<file path="config.mk">
export PLATFORM = sky130hd
export DESIGN_NAME = alu_issue_arbiter
export DESIGN_NICKNAME = d
export VERILOG_FILES = /design/src/rtl/alu_issue_arbiter.sv
export SDC_FILE = /design/constraint.sdc
export NUM_CORES = 1
export LEC_CHECK = 0
export ABC_CLOCK_PERIOD_IN_PS = 5000
export CORE_ASPECT_RATIO = 1.4
export CORE_UTILIZATION = 40
export CTS_CLUSTER_SIZE = 28
export DETAILED_ROUTE_END_ITERATION = 7
export GPL_ROUTABILITY_DRIVEN = 0
export PLACE_DENSITY = 0.8
export SYNTH_ARGS = -nofsm -noshare
export SYNTH_HDL_FRONTEND = slang
export SYNTH_SLANG_ARGS = --single-unit
</file>
<file path="constraint.sdc">
create_clock -name clk -period 5 [get_ports clk]
set_clock_uncertainty 0.05 [all_clocks]
set_input_delay 1 -clock clk [delete_from_list [all_inputs] [get_ports clk]]
set_output_delay 1 -clock clk [all_outputs]
set_load 0.1 [all_outputs]
</file>
<file path="src/rtl/alu_issue_arbiter.sv">
// Two-port issue arbiter in front of the shared RV32I ALU: port 0 has priority, port 1 has starvation relief.
// Fixed 2-cycle pipeline (operand register, result register); ALU_ARB_STATS_EN adds saturating grant/conflict counters.
module alu_issue_arbiter #(
  parameter int unsigned STARVE_LIMIT = 4,
  parameter int unsigned CNT_W        = 16
) (
  input  logic             clk,
  input  logic             rst,
  input  logic             clear,
  input  logic             req0_valid,
  output logic             req0_ready,
  input  logic [31:0]      req0_op1,
  input  logic [31:0]      req0_op2,
  input  logic [3:0]       req0_ctrl,
  input  logic             req1_valid,
  output logic             req1_ready,
  input  logic [31:0]      req1_op1,
  input  logic [31:0]      req1_op2,
  input  logic [3:0]       req1_ctrl,
  output logic [31:0]      AluOp1,
  output logic [31:0]      AluOp2,
  output logic [3:0]       AluCtrl,
  input  logic [31:0]      AluOut,
  output logic             rsp0_valid,
  output logic             rsp1_valid,
  output logic [31:0]      rsp_data
`ifdef ALU_ARB_STATS_EN
  ,
  output logic [CNT_W-1:0] stat_grant0,
  output logic [CNT_W-1:0] stat_grant1,
  output logic [CNT_W-1:0] stat_conflict
`endif
);

  if (STARVE_LIMIT < 1 || STARVE_LIMIT > 15 || CNT_W < 1) begin : g_param_check
    $error("alu_issue_arbiter: STARVE_LIMIT must be 1..15 and CNT_W at least 1");
  end

  localparam logic [3:0] LIMIT = 4'(STARVE_LIMIT);

  typedef enum logic {
    TAG_P0 = 1'b0,
    TAG_P1 = 1'b1
  } tag_e;

  logic [3:0]  r_starve_cnt;
  logic        r_s1_vld;
  tag_e        r_s1_tag;
  logic [31:0] r_alu_op1;
  logic [31:0] r_alu_op2;
  logic [3:0]  r_alu_ctrl;
  logic        r_rsp0_valid;
  logic        r_rsp1_valid;
  logic [31:0] r_rsp_data;

  logic        w_starve_hit;
  logic        w_grant0;
  logic        w_grant1;
  logic        w_accept;
  logic [31:0] w_sel_op1;
  logic [31:0] w_sel_op2;
  logic [3:0]  w_sel_ctrl;

  // Ready of an idle port stays high unless the other port holds the grant.
  always_comb begin
    w_starve_hit = (r_starve_cnt == LIMIT);
    w_grant0     = 1'b0;
    w_grant1     = 1'b0;
    if (!rst && !clear) begin
      w_grant0 = req0_valid && !(req1_valid && w_starve_hit);
      w_grant1 = req1_valid && (!req0_valid || w_starve_hit);
    end
    w_accept   = w_grant0 || w_grant1;
    w_sel_op1  = w_grant1 ? req1_op1  : req0_op1;
    w_sel_op2  = w_grant1 ? req1_op2  : req0_op2;
    w_sel_ctrl = w_grant1 ? req1_ctrl : req0_ctrl;
    req0_ready = !rst && !clear && !w_grant1;
    req1_ready = !rst && !clear && !w_grant0;
  end

  always_ff @(posedge clk or posedge rst) begin
    if (rst) begin
      r_starve_cnt <= '0;
      r_s1_vld     <= 1'b0;
      r_s1_tag     <= TAG_P0;
      r_alu_op1    <= '0;
      r_alu_op2    <= '0;
      r_alu_ctrl   <= '0;
      r_rsp0_valid <= 1'b0;
      r_rsp1_valid <= 1'b0;
      r_rsp_data   <= '0;
    end else begin
      if (clear || !req1_valid || w_grant1) begin
        r_starve_cnt <= '0;
      end else if (!w_starve_hit) begin
        r_starve_cnt <= r_starve_cnt + 4'd1;
      end

      r_s1_vld <= w_accept;
      if (w_accept) begin
        r_s1_tag   <= w_grant1 ? TAG_P1 : TAG_P0;
        r_alu_op1  <= w_sel_op1;
        r_alu_op2  <= w_sel_op2;
        r_alu_ctrl <= w_sel_ctrl;
      end

      // A flush also cancels the result that would have been returned at this edge.
      if (clear) begin
        r_rsp0_valid <= 1'b0;
        r_rsp1_valid <= 1'b0;
      end else begin
        r_rsp0_valid <= r_s1_vld && (r_s1_tag == TAG_P0);
        r_rsp1_valid <= r_s1_vld && (r_s1_tag == TAG_P1);
      end
      if (r_s1_vld) begin
        r_rsp_data <= AluOut;
      end
    end
  end

  assign AluOp1     = r_alu_op1;
  assign AluOp2     = r_alu_op2;
  assign AluCtrl    = r_alu_ctrl;
  assign rsp0_valid = r_rsp0_valid;
  assign rsp1_valid = r_rsp1_valid;
  assign rsp_data   = r_rsp_data;

`ifdef ALU_ARB_STATS_EN
  logic [CNT_W-1:0] r_stat_grant0;
  logic [CNT_W-1:0] r_stat_grant1;
  logic [CNT_W-1:0] r_stat_conflict;

  always_ff @(posedge clk or posedge rst) begin
    if (rst) begin
      r_stat_grant0   <= '0;
      r_stat_grant1   <= '0;
      r_stat_conflict <= '0;
    end else begin
      if (w_grant0 && (r_stat_grant0 != '1)) begin
        r_stat_grant0 <= r_stat_grant0 + 1'b1;
      end
      if (w_grant1 && (r_stat_grant1 != '1)) begin
        r_stat_grant1 <= r_stat_grant1 + 1'b1;
      end
      if (req0_valid && req1_valid && !clear && (r_stat_conflict != '1)) begin
        r_stat_conflict <= r_stat_conflict + 1'b1;
      end
    end
  end

  assign stat_grant0   = r_stat_grant0;
  assign stat_grant1   = r_stat_grant1;
  assign stat_conflict = r_stat_conflict;
`endif

endmodule
</file>
* Word level (Yosys, flattened, before mapping)
Cells that the tools add are included.
** Storage, ports and cells
- Output and inout bits :: 104
- Input bits :: 173
- Bits in registers :: 108
** Cells by class
- Eq/ne operators :: 2
- Muxes and demuxes :: 10
- Add/subtract/negate cells :: 1
- Reductions and logical operators :: 19
- Bitwise gates (word level) :: 1
** Operators with widths (number)
- 32-bit 2-to-1 mux :: 2
- 4-bit 2-to-1 mux :: 3
- 1-bit logical AND :: 8
- 1-bit logical NOT :: 7
- 1-bit 2-to-1 mux :: 5
- 4-bit by 1-bit adder with 4-bit output, second input constant :: 1
- 4-bit by 3-bit == test with 1-bit output, second input constant :: 1
- 1-bit logical OR :: 4
- 2-bit by 1-bit != test with 1-bit output, second input constant :: 1
- 1-bit NOT :: 1

* Longest topological paths before layout
Gate-level depths: netlist of the first run.
- Depth in word-level cells :: 7
- Gate-level depth with buffers :: 8
- Mapped depth without buffers :: 5

* Worst setup path before layout of the first run
OpenSTA, ideal clock, no wires.
- Path kind :: input to output
- Start point :: input port clear
- End point :: output port req0_ready
- Cell stages on the path :: 5
- Arrival time :: 3112 ps
- Path slack :: 838 ps
- Path buffers :: 3
- Required time :: 3950 ps
- Cell sequence :: or2_1 > buf_2 > buf_6 > buf_2 > a21oi_1
** Between the ends
- Longest elaborated chain between the ends :: 5
** Ends and longest elaborated chain
- start: declaration :: RTL line 9 : input logic clear,
- 1-bit logical NOT (*) :: RTL line 69, 77
- 1-bit logical AND (*) :: RTL line 69, 77
- 1-bit 2-to-1 mux :: RTL line 69 : if (!rst && !clear) begin
- 1-bit logical NOT :: RTL line 77 : req0_ready = !rst && !clear && !w_grant1;
- 1-bit logical AND (*) :: RTL line 77
- end: declaration :: RTL line 11 : output logic req0_ready,
Mark *: on every way between the ends. The rest lies on a longest branch, timed or not.

* Worst setup path after layout of the first run
- Start point :: input port clear
- End point :: output port req1_ready
** Between the ends
- Longest elaborated chain between the ends :: 5
** Ends and longest elaborated chain
- 1-bit logical NOT (*) :: RTL line 69, 78
- 1-bit logical AND (*) :: RTL line 69, 78
- 1-bit 2-to-1 mux :: RTL line 69
- 1-bit logical NOT :: RTL line 78 : req1_ready = !rst && !clear && !w_grant0;
- 1-bit logical AND (*) :: RTL line 78
- end: declaration :: RTL line 16 : output logic req1_ready,
Marked as above.

==> results of run 1 <==
## cells by family after synthesis
group,Yosys count,share of synthesized area
AND/OR/NAND/NOR,152,0.188
multiplexers,33,0.0675
adder cells (fa/ha/maj),2,0.00456
AO/OA/AOI/OAI,145,0.184
buffers and inverters,77,0.0614
flip-flops,108,0.493
XOR/XNOR,1,0.00160
## synthesized netlist by cell type, types with 2 or more instances
cell type,number,area (µm²)
ha_1,2,25.0
and3b_1,2,17.5
a2111oi_1,5,50.1
buf_2,14,70.1
clkbuf_1,54,203
dfrtp_1,108,2700
buf_6,4,45.0
nor2_1,2,7.51
nor4b_1,68,596
mux2_2,32,360
a2111oi_0,62,543
nor3_1,68,340
nand2_1,3,11.3
nand3_1,3,15.0
a21oi_1,72,360
inv_1,5,18.8
o211ai_1,2,15.0
## how the worst max path moves through the flow
| stage | endpoint | depth (start not counted) |
|---|---|---|
| 6_report | req1_ready | 4 |
| 5_1_grt | req1_ready | 4 |
| 4_1_cts | req1_ready | 4 |
| 3_5_place_dp | AluOp2[18]$_DFFE_PP0P_ | 5 |
| 3_3_place_gp | req1_ready | 4 |
| 2_1_floorplan | req0_ready | 5 |
## stage by stage
| stage | cell area (µm²) | worst slack, ns | power [W] | hold slack, ns | util |
|---|---|---|---|---|---|
| 2_1_floorplan | 5480 | 0.838 | 0.00237 | 0.370 | - |
| 3_3_place_gp | 8230 | 1.71 | 0.00286 | 0.393 | 0.615 |
| 3_5_place_dp | 8230 | 1.54 | 0.00288 | 0.422 | 0.615 |
| 4_1_cts | 8520 | 1.67 | 0.00358 | 0.434 | 0.636 |
| 5_1_grt | 8520 | 1.63 | 0.00368 | 0.462 | 0.636 |
| 6_report | 8520 | 1.67 | 0.00356 | 0.433 | 0.636 |
## layout make-up
class	instances	area, µm²
multi-input cells	333	2460
clock inverters	5	45.0
clock buffers	11	243
fillers	1125	4870
well taps	182	228
flip-flops and latches	108	2700
inverters	5	21.3
repair buffers	285	2820
## flip-flops by register name, indices dropped and copies added, names as in the netlist
name and flops:
rsp0_valid 1, AluCtrl 4, rsp_data 32, r_s1_tag 1, r_starve_cnt 4, r_s1_vld 1, rsp1_valid 1, AluOp1 32
AluOp2 32
## power by group through the flow
stage / combinational [W] / sequential (W) / clock [W]
after floorplan: 0.000223 / 0.00214 / 0
after detailed placement: 0.00177 / 0.00112 / 0
after global routing: 0.00182 / 0.00112 / 0.000741
after global placement: 0.00175 / 0.00111 / 0
final: 0.00176 / 0.00110 / 0.000692
after CTS: 0.00177 / 0.00110 / 0.000708
## per-layer routing
layer  share of wire  vias to the layer above  track usage
li1                -                     2492            -
met1            0.37                     2705        0.286
met2            0.52                      274        0.429
met3           0.074                       52       0.0564
met4           0.040                        0        0.133
met5               0                        -            0
==> metrics list, run 1 <==
* Switching share of power: 0.486
* Dominant register cell in the synthesized netlist: dfrtp_1
- Number of global-route vias before repair: 5510
* Internal power: 0.00183 W
* Count of hold buffers inserted by post-cts repair: 0
- Critical path peak fanout: 5
- Overall Global Routing Usage: 0.250
- Worst-case hold path end point: rsp0_valid$_DFF_PP0_
- Post-CTS timing repair inserted 0 buffers for setup.
- When the netlist entered floorplanning its net count stood at 693.
* Arrival time of data at the critical path endpoint: 2.28 ns
- Slew Limit Headroom: 0.116
* Number of diodes added for antenna fixing: 0
- Slowest library cell on the worst path: clkdlybuf4s50_1
- Period minus WS final: 3.33 ns
- Measured along the y axis, the die boundary spans 141 µm.
- Setup repair after global routing left no endpoint under its margin.
* Core Box Area: 0.0134 mm²
- In this run the register-to-register setup slack is 2.66 ns.
* Leading cell type in the layout, fill and taps excluded: clkdlybuf4s50_1
- In this design, the largest share of critical-path delay is due to buffers and inverters.
- Together, buffers and inverters on the worst path number 2.
- Before antenna repair, the detailed router went through 5 iterations.
- Share of synthesized flip-flops with an asynchronous set or reset: 1.00
* Global-route wire length before repair: 27.7 mm
- The worst setup path is launched from an input port.
- Summing every instance area after synthesis gives 0.00548 mm².
* Worst Setup Path Type: in2out
* Congestion Overflow GR: 0
* Largest incremental delay on the critical path: 0.53 ns
- After legalization and detailed placement, the total HPWL measured 12.2 mm.
* Initial core utilization: 0.410
- Accumulated negative setup slack: 0 ns
- TritonCTS buffer count: 9
* Worst reg-to-reg path cell count: 6
- Worst Hold Class: reg2reg
- Clock slew at reported path FFs: 0.07 ns
* Ordered list of cells on the worst path: clkdlybuf4s50_1 -> or2_4 -> a21oi_1 -> buf_4
- Worst Setup SP: clear
- Yosys reg bits: 108
* Post-detailed-route wirelength per cell: 19.8 µm
* Count of flip-flops with a built-in enable after synthesis: 0
* Quantity of I/O buffers inserted on ports: 276
- CP Data Required Time: 3.95 ns
- Worst voltage drop across the vdd grid: 0.210 mV
- Final Hold Fails: 0
- Net count of the finished layout: 917
- Longest Clk Path Bufs: 2
- Net switching power: 0.00173 W
- Number of library cell types mapped by synthesis: 29
* Count of clock tree sinks: 108
- In the routed layout, each cell is associated on average with a via count of 5.95.
- Along the worst hold path, the cell count comes to 1.
- At the pin with the least slew margin, the transition time is 1.33 ns.
* Highest-count cells in the layout ignoring fill and taps: 273 x clkdlybuf4s50_1, 108 x dfrtp_1, 72 x a21oi_1
- CTS H-Tree Depth: 3
- The flow ran to the end, and the final reports show no timing, DRC or antenna violations.
- The tool flagged a number of max-cap violations equal to 0.
* DRT iter0 DRCs: 221
* Max-slew violations: 0
- Final ANT Viol Nets: 0
- Based on the critical path, the design can be clocked at up to 300 MHz.
- Remaining design rule violation count: 0
- Proportion of power drawn by the clock network: 0.195
* Overall via count from detail_route: 5523
* Die Width: 101 µm
* Top Ports: 277
- Dividing the synthesized area by the synthesized cell count gives 10.6 µm².
- Site row count: 50
- STA classifies the critical path endpoint as an output port.
- Antenna violations before repair: 0
* Logic pwr share: 0.495
* Clock latency on the worst-skew pair: 0.34 ns
* Static leakage power: 3.03 nW
* Source of the worst register-to-register timing path: r_starve_cnt[0]$_DFFE_PP0P_
* Sequential area share after synthesis: 0.493
- In this run the critical register-to-register path is captured at AluOp1[4]$_DFFE_PP0P_.
* Total of cells resized after clock tree synthesis: 0
- Of the total power, registers draw 0.310.
* Routed Wire Length: 18.4 mm
* Layout overhead on the synthesized area: 55.3%
- Counting tap cells, the placed design contains a total of 913 instances.
- Setup violations remaining at the end of the flow were counted as 0.
- Fraction of the cycle the final worst path needs: 0.666
- Entering global routing, the biggest net connects 141 pins.
* Final Instance Count excl. Fillers: 929
* TritonCTS clock tree: built
- Cells after synthesis: 518
- Floorplan die area: 0.0142 mm²
- In this run the power density over the cells is 417 mW/mm².
- The worst hold path begins at r_s1_tag$_DFFE_PP0P_.
- Yosys printed 0 warnings.
- Of the cells placed in the final design, the portion with a size suffix greater than 1 is 0.0884.
* Root Buffer Master: clkbuf_16
No activity file was read; power rests on OpenSTA's default activity.
==> run 2, diff against run 1 <==
ABC_CLOCK_PERIOD_IN_PS = 3200   (was 5000)
clock period = 3.2 ns   (was 5 ns; I/O delays follow)
==> run 2 against run 1 <==
- clock power is 62% higher
- final area fell by 1.6%
- highest routed layer unchanged
- utilization fell by 1.0 points
- cell count is 0.75% higher
- largest cell class is now registers
- non-clock buffer count rose by 6
- critical path depth unchanged
- hold slack lost 0.016 ns
- routed wire length grew 1.4%
==> metrics list, run 2 (same netlist as run 1, synthesis figures left out) <==
- Outcome: complete, no violations (unchanged)
- The die footprint came to 0.0142 mm² (unchanged).
- Reported max-cap violation count: 0 (unchanged)
* Cell area power density: 660 mW/mm² (was 417 mW/mm²)
- The height of the die was 141 µm (unchanged).
* TritonCTS buffer count: 9 (unchanged)
- The number of instances resized during post-cts repair came to 0 (unchanged).
- Slew Limit Headroom: 0.231 (was 0.116)
- The final count of pins violating max slew was 0 (unchanged).
- Worst voltage drop across the vdd grid: 0.347 mV (was 0.210 mV)
- The total wire length after detailed routing is 18.6 mm (was 18.4 mm).
* Remaining design rule violation count: 0 (unchanged)
- The violation count after the first detailed-route iteration was 288 (was 221).
* Worst Setup Path Type: in2out (unchanged)
- The worst-case clock buffer depth came to 2 (unchanged).
- The starting density of the core was 0.410 (unchanged).
* Setup Buffers After CTS: 0 (unchanged)
- Fmax achieved: 381 MHz
- The cts-stage hold buffer count is 0 (unchanged).
- The H-tree level count came to 3 (unchanged).
- Fraction of the cycle the final worst path needs: 0.820
* Net count of the finished layout: 923 (was 917)
* Layout overhead on the synthesized area: 52.9% (was 55.3%)
- The core area was 0.0134 mm² (unchanged).
- Congestion Overflow GR: 0 (unchanged)
- Site row count: 50 (unchanged)
- Leading cell type in the layout, fill and taps excluded: clkdlybuf4s50_1 (unchanged)
- The final count of negative-setup-slack endpoints came to 0 (unchanged).
- The power consumption came to 0.00553 W (was 0.00356 W).
- The largest fanout on the critical path came to 5 (unchanged).
- Root Buffer Master: clkbuf_16 (unchanged)
* Via/cell ratio: 5.95 (about the same)
- RSZ-0062 raised after global routing: no (unchanged)
- The remaining antenna violation count after routing was 0 (unchanged).
- Slew @ Worst Pin: 1.15 ns (was 1.33 ns)
* TritonCTS clock tree: built (unchanged)
- Post-detailed-route wirelength per cell: 19.9 µm (was 19.8 µm)
- Overall via count from detail_route: 5571 (was 5523)
- The kind of launch point of the worst setup path was an input port (unchanged).
- The count of endpoints failing hold in the final timing report is 0 (unchanged).
- Share of post-route cells with drive strength above 1: 0.231 (was 0.0884)
- Estimated wirelength of the detail-placed design: 12.8 mm (was 12.2 mm)
- Static leakage power: 3.16 nW (was 3.03 nW)
* Clock latency on the worst-skew pair: 0.34 ns (about the same)
- Quantity of I/O buffers inserted on ports: 276 (unchanged)
* Dpl ws: 0.510 ns (was 1.54 ns)
- The worst hold-check path type is reg2reg (unchanged).
- CP Data Required Time: 2.51 ns (was 3.95 ns)
* Top Ports: 277 (unchanged)
- The via count of the first global-routing pass is 5583 (was 5510).
- The arrival time of data at the critical path endpoint came to 1.93 ns (was 2.28 ns).
- Pin count of the biggest net entering global routing: 73 (was 141)
* Count of fill cells added during filler insertion: 1133 (was 1125)
- Crit path capture type: output port (unchanged)
* Antenna violations before repair: 1 (was 0)
- The final worst-path setup slack is 0.577 ns (was 1.67 ns).
* Number of detailed-route iterations in the first pass: 5 (unchanged)
- Die Width: 101 µm (unchanged)
- Clock slew at reported path FFs: 0.06 ns (was 0.07 ns)
* Accumulated negative setup slack: 0 ns (unchanged)
- Highest-count cells in the layout ignoring fill and taps: 171 x clkdlybuf4s50_1, 115 x buf_4, 108 x dfrtp_1 (was 273 x clkdlybuf4s50_1, 108 x dfrtp_1, 72 x a21oi_1)
- Count of clock tree sinks: 108 (unchanged)
- Overall Global Routing Usage: 0.259 (was 0.250)
- Global-route wire length before repair: 28.6 mm (was 27.7 mm)
- Period minus WS final: 2.62 ns
[run 2: cell types whose count changed in the layout (fill, tap and decap cells not counted), sizes merged]
cell | before | now
buf | 12 | 120
bufinv | 0 | 1
clkbuf | 11 | 10
clkdlybuf4s50 | 273 | 171
clkinv | 0 | 1
clkinvlp | 3 | 2
diode | 0 | 1
[run 2: path summary, 6_finish.rpt]
kind / cells past startpoint / slack [ns] / endpoint / from
setup / recovery: 4 / 0.58 / req1_ready / clear
hold / removal: 1 / 0.42 / rsp0_valid$_DFF_PP0_ / r_s1_tag$_DFFE_PP0P_
setup reg to reg: 6 / 1.12 / AluOp2[17]$_DFFE_PP0P_ / r_starve_cnt[0]$_DFFE_PP0P_
hold reg to reg: 1 / 0.42 / rsp0_valid$_DFF_PP0_ / r_s1_tag$_DFFE_PP0P_
max in group asynchronous: 3 / 1.91 / rsp_data[22]$_DFFE_PP0P_ / rst
min in group asynchronous: 3 / 0.85 / AluCtrl[1]$_DFFE_PP0P_ / rst
[run 2: metal layers]
metal / vias up / routed length, µm / global-route usage / part of all wire
li1: 2502 / - / - / -
met1: 2743 / 7010 / 0.303 / 0.38
met2: 287 / 9580 / 0.444 / 0.51
met3: 39 / 1510 / 0.0714 / 0.081
met4: 0 / 526 / 0.105 / 0.028
met5: - / 0 / 0 / 0
[run 2: report_power, final]
group          switching [W]  internal, W
Sequential          0.000131      0.00159
Clock               0.000508     0.000615
Combinational        0.00205     0.000640
[run 2: worst max-delay path, stage by stage]
cell and delay, ns:
clkdlybuf4s50_1 0.51, or2_4 0.32, a21oi_1 0.24, buf_12 0.22
[run 2: final cells by class]
cell class	count	area [µm²]	share of cell area
Clock inverter	6	68.8	0.00821
Inverter	5	22.5	0.00269
Sequential cell	108	2700	0.322
Tap cell	182	228	0.0272
Clock buffer	10	229	0.0273
Antenna cell	1	2.50	0.000298
Multi-Input combinational cell	333	2460	0.293
Timing Repair Buffer	291	2680	0.319
[run 2: metrics by stage]
step	instance area [µm²]	hold slack (ns)	utilization	cells
finish	8380	0.417	0.626	936
global route	8380	0.441	0.626	935
CTS	8380	0.424	0.626	935
detailed placement	8080	0.415	0.604	919
global placement	8080	0.397	0.604	919
floorplan	5490	0.370	-	518
